==> src/rtl/sum_packer.sv <==
// Packs successive 4-bit adder sums (S) and their carries (Cout) into one NUM_NIB-slot word.
// Latency: the word is presented 1 cycle after the accept that fills it, or after a flush.
// Backpressure: in_ready drops while a word is presented; one bubble cycle after each drain.
//
// Ports:
//   clk, rst          single clock, synchronous active-high reset
//   S, Cout, in_valid input sum nibble + carry; in_ready handshake
//   flush             emit a partially filled word (ignored when empty or already presenting)
//   out_valid/ready   output handshake for P (packed sums, slot 0 in P[3:0]), C (carries),
//                     cnt (valid slot count) and ovf (OR of C)
//   par               only with PACK_PARITY_EN defined: XOR-reduction of P
module sum_packer #(
    parameter int NUM_NIB = 4
) (
    input  logic                           clk,
    input  logic                           rst,
    input  logic [3:0]                     S,
    input  logic                           Cout,
    input  logic                           in_valid,
    output logic                           in_ready,
    input  logic                           flush,
    input  logic                           out_ready,
    output logic                           out_valid,
    output logic [4*NUM_NIB-1:0]           P,
    output logic [NUM_NIB-1:0]             C,
    output logic [$clog2(NUM_NIB+1)-1:0]   cnt,
    output logic                           ovf
`ifdef PACK_PARITY_EN
    ,
    output logic                           par
`endif
);
    localparam int CW = $clog2(NUM_NIB + 1);

    typedef enum logic {
        ST_FILL = 1'b0,
        ST_FULL = 1'b1
    } state_t;

    state_t                 r_state;
    state_t                 w_next;
    logic                   w_acc;
    logic [CW-1:0]          r_idx;
    logic [CW-1:0]          r_cnt;
    logic [4*NUM_NIB-1:0]   r_p;
    logic [NUM_NIB-1:0]     r_c;

    always_ff @(posedge clk) begin
        if (rst) begin
            r_state <= ST_FILL;
        end else begin
            r_state <= w_next;
        end
    end

    // Next state and handshake outputs. in_ready is gated by rst so nothing
    // is taken during the reset cycle.
    always_comb begin
        w_next    = r_state;
        in_ready  = 1'b0;
        out_valid = 1'b0;
        w_acc     = 1'b0;
        case (r_state)
            ST_FILL: begin
                in_ready = ~rst;
                w_acc    = in_valid & ~rst;
                // Last slot filled, or flush with at least one nibble (stored or arriving now).
                if ((w_acc && (r_idx == CW'(NUM_NIB - 1))) ||
                    (flush && (w_acc || (r_idx != '0)))) begin
                    w_next = ST_FULL;
                end
            end
            ST_FULL: begin
                out_valid = 1'b1;
                if (out_ready) begin
                    w_next = ST_FILL;
                end
            end
            default: w_next = ST_FILL;
        endcase
    end

    always_ff @(posedge clk) begin
        if (rst) begin
            r_idx <= '0;
            r_cnt <= '0;
            r_p   <= '0;
            r_c   <= '0;
        end else begin
            case (r_state)
                ST_FILL: begin
                    if (w_acc) begin
                        for (int i = 0; i < NUM_NIB; i++) begin
                            if (r_idx == CW'(i)) begin
                                r_p[i*4 +: 4] <= S;
                                r_c[i]        <= Cout;
                            end
                        end
                        r_idx <= r_idx + CW'(1);
                    end
                    // cnt includes a nibble accepted in the same cycle as the transition.
                    if (w_next == ST_FULL) begin
                        r_cnt <= w_acc ? (r_idx + CW'(1)) : r_idx;
                    end
                end
                ST_FULL: begin
                    if (out_ready) begin
                        r_idx <= '0;
                        r_cnt <= '0;
                        r_p   <= '0;
                        r_c   <= '0;
                    end
                end
                default: ;
            endcase
        end
    end

    assign P   = r_p;
    assign C   = r_c;
    assign cnt = r_cnt;
    assign ovf = |r_c;

`ifdef PACK_PARITY_EN
    assign par = ^r_p;
`endif

endmodule

==> config.mk <==
export PLATFORM = sky130hd
export DESIGN_NAME = sum_packer
export DESIGN_NICKNAME = d
export VERILOG_FILES = /design/src/rtl/sum_packer.sv
export SDC_FILE = /design/constraint.sdc
export NUM_CORES = 1
export LEC_CHECK = 0
export ABC_AREA = 1
export CELL_PAD_IN_SITES_DETAIL_PLACEMENT = 0
export CELL_PAD_IN_SITES_GLOBAL_PLACEMENT = 1
export CORE_ASPECT_RATIO = 0.6
export CORE_MARGIN = 3
export CORE_UTILIZATION = 36
export CTS_BUF_LIST = sky130_fd_sc_hd__clkbuf_2 sky130_fd_sc_hd__clkbuf_4 sky130_fd_sc_hd__clkbuf_8
export DETAILED_ROUTE_END_ITERATION = 16
export PLACE_DENSITY_LB_ADDON = 0.1
export SLEW_MARGIN = 10
export SYNTH_ARGS = -nofsm -noshare
export SYNTH_HDL_FRONTEND = slang
export SYNTH_SLANG_ARGS = --single-unit
==> constraint.sdc <==
create_clock -name clk -period 2.5 [get_ports clk]
set_clock_uncertainty 0.2 [all_clocks]
set_input_delay 0.375 -clock clk [delete_from_list [all_inputs] [get_ports clk]]
set_output_delay 0.375 -clock clk [all_outputs]
set_load 0.005 [all_outputs]
==> impl_metrics.csv, run 1 <==
group,metric,value,unit
run_status,status,"complete, no violations",
place,hpwlAfterDp,2.34,mm
synth,synth.most_common_cell,"nand2_1",
synth,ys_ff_latch,27,
pwr,p_clk_frac,0.294,
synth,yosysTopAreaCell,"dfxtp_1",
pwr,power.leakage,0.000716,µW
drt,drcViolationCount,0,
drt,first_pass_iters,4,
clock_network,cts_max_level,1,
floorplanning,row_count,15,
cells_and_area,drive_above_1_share,0.0732,
grt,grt_overflow,0,
worst_setup_path,worstSetupPathType,"input pin to output port",
floorplanning,die_w,81.3,µm
clock_network,cts_resized,0,
sta,hold_viol_final,0,
synth,synth_async_sr_flop_share,0,
floorplanning,die_area,4170,µm²
synth,yosys.cell_types.count,16,
grt,antenna_found_initial,0,
place,place.gp.congestion,0.725,
sta,worst_slew_pin_slew,0.481,ns
pwr,comb_power_share,0.174,
floorplanning,core_region_area,3060,µm²
pwr,peakVddDrop,0.228,mV
worst_setup_path,critPathLaunchType,"input pin",
flow_run,drv_cap,0,
synth,synth_area,1230,µm²
grt,grt_max_degree,26,
synth,ys_seq_area_frac,0.441,
clock_network,holdBufCountCts,0,
synth,syn_inst,170,
sta,rsz0062_at_grt,"false",
sta,finalCritPeriodShare,0.875,
sta,slew_headroom,0.678,
cells_and_area,antenna_cells,0,
worst_hold_path,min_path_type,"register to register",
clock_network,clk_pin_slew,0.09,ns
worst_setup_path,cp.arrival,1.61,ns
pwr,seqPwrFrac,0.532,
synth,yosys_most_used_dff,"dfxtp_1",
synth,synthTopCellsByArea,"dfxtp_1 (44%), nand2_1 (13%), a21oi_1 (10%), nand3_1 (8.2%), inv_1 (5.8%)",
sta,timing.fmax,0.457,GHz
synth,yosys_warnings,0,
clock_network,cts_buffer_depth,2,
floorplanning,initial_core_util,0.401,
clock_network,postCtsSetupRepairBufs,0,
worst_setup_path,cp_max_fo,4,
cells_and_area,syn_to_final_growth,35.6,%
drt,wl_per_cell,12.6,µm
drt,first_iter_violations,64,
sta,setup_tns,0,ns
sta,setup_viol,0,
pwr,p_switching,224,µW
drt,via_count,1160,
clock_network,cts_tree,"yes",
cells_and_area,layout.nets,221,
grt,grt_pass1_wl,5.13,mm
clock_network,clock-sinks,27,
synth,synth_commonest_cells,"nand2_1 (42), dfxtp_1 (27), a21oi_1 (25)",
sta,period_needed,2.19,ns
grt,grt_pass1_vias,1027,
clock_network,cts_root_buf,"clkbuf_8",
pwr,p_int,649,µW
synth,yosysTopAreaCellShare,0.441,
drt,wl,3.12,mm
drt,ant_nets,0,
drt,vias_per_cell,4.70,
floorplanning,die_h,51.2,µm
clock_network,clock_latency,0.27,ns
worst_hold_path,hold_start,"P[12]",
worst_setup_path,startpoint,"rst",
place,portBuffers,35,
sta,drv_slew,0,
worst_setup_path,end_kind,"output port",
cells_and_area,fillers,320,
worst_setup_path,required,1.92,ns
pwr,p_per_area,525,nW/µm²
clock_network,cts_buffers,3,
worst_setup_path,r2r_start,"r_state",
synth,synth_edf_count,0,
synth,synthesis.nets,185,
synth,postSynthAreaPerCell,7.21,µm²
cells_and_area,final_util,0.544,
grt,gr-usage-all-layers,0.161,
pwr,swShare,0.257,
floorplanning,pin_count,36,
worst max-delay path, stage by stage:
cell	delay [ns]
clkdlybuf4s50_1	0.49
nor2_2	0.21
clkdlybuf4s50_1	0.54
sequential cells by signal (all words and copies together), names as in the netlist:
register and cells:
P 16, C 4, cnt 3, r_idx 3, r_state 1
power groups by stage:
stage | clock network (µW) | registers (µW) | logic (µW)
3_3_place_gp | 0 | 474 | 151
2_1_floorplan | 0 | 472 | 76.9
3_5_place_dp | 0 | 475 | 152
6_report | 257 | 465 | 152
5_1_grt | 286 | 468 | 170
4_1_cts | 263 | 465 | 153
routing by layer:
metal	share of wire	track usage	routed length, µm
met5	0	0	0
met4	0.0038	0.00843	12
met3	0.056	0.0493	175
met2	0.39	0.214	1210
met1	0.55	0.258	1720
cell families after synthesis:
group                    synth area share
buffers and inverters              0.0796
AND/OR/NAND/NOR                     0.314
adder cells (fa/ha/maj)            0.0510
flip-flops                          0.441
AO/OA/AOI/OAI                       0.114
cell type report:
type	count	area, µm²	share of cell area
Clock buffer	4	48.8	0.0293
Inverter	20	75.1	0.0451
Multi-Input combinational cell	118	588	0.354
Sequential cell	27	541	0.325
Tap cell	42	52.6	0.0316
Timing Repair Buffer	36	358	0.215
path summary, 6_finish.rpt:
check        cells past startpoint        to  slack, ns
max                              3  in_ready       0.31
max reg2reg                      4      P[9]       0.68
min                              2     P[12]       0.28
min reg2reg                      2     P[12]       0.28
cells in the final DEF, fill, tap and decap left out, drive strengths merged:
master,synthesis,layout
clkdlybuf4s50,0,35
nor2,16,16
nand2,45,45
o21ai,3,3
nand4,2,2
inv,20,20
ha,5,5
nand3,20,20
or2,1,1
dfxtp,27,27
clkbuf,2,4
a21oi,25,25
or4,1,1
buf,3,1
stage by stage:
stage | hold WS [ns] | cell area (µm²) | std cells | setup WS, ns | total power (µW)
6_report | 0.279 | 1660 | 247 | 0.312 | 874
3_5_place_dp | 0.252 | 1610 | 243 | 0.328 | 627
4_1_cts | 0.276 | 1660 | 247 | 0.318 | 881
2_1_floorplan | 0.244 | 1230 | 170 | 1.02 | 549
5_1_grt | 0.302 | 1660 | 247 | 0.260 | 924
3_3_place_gp | 0.248 | 1610 | 243 | 0.361 | 625
Power figures use the tool's default switching activity.
==> run 2: changes to the inputs <==
CAP_MARGIN = 20   (was unset)
==> results of run 2 <==
No change in the layout: final DEF, timing and power equal those of run 1.
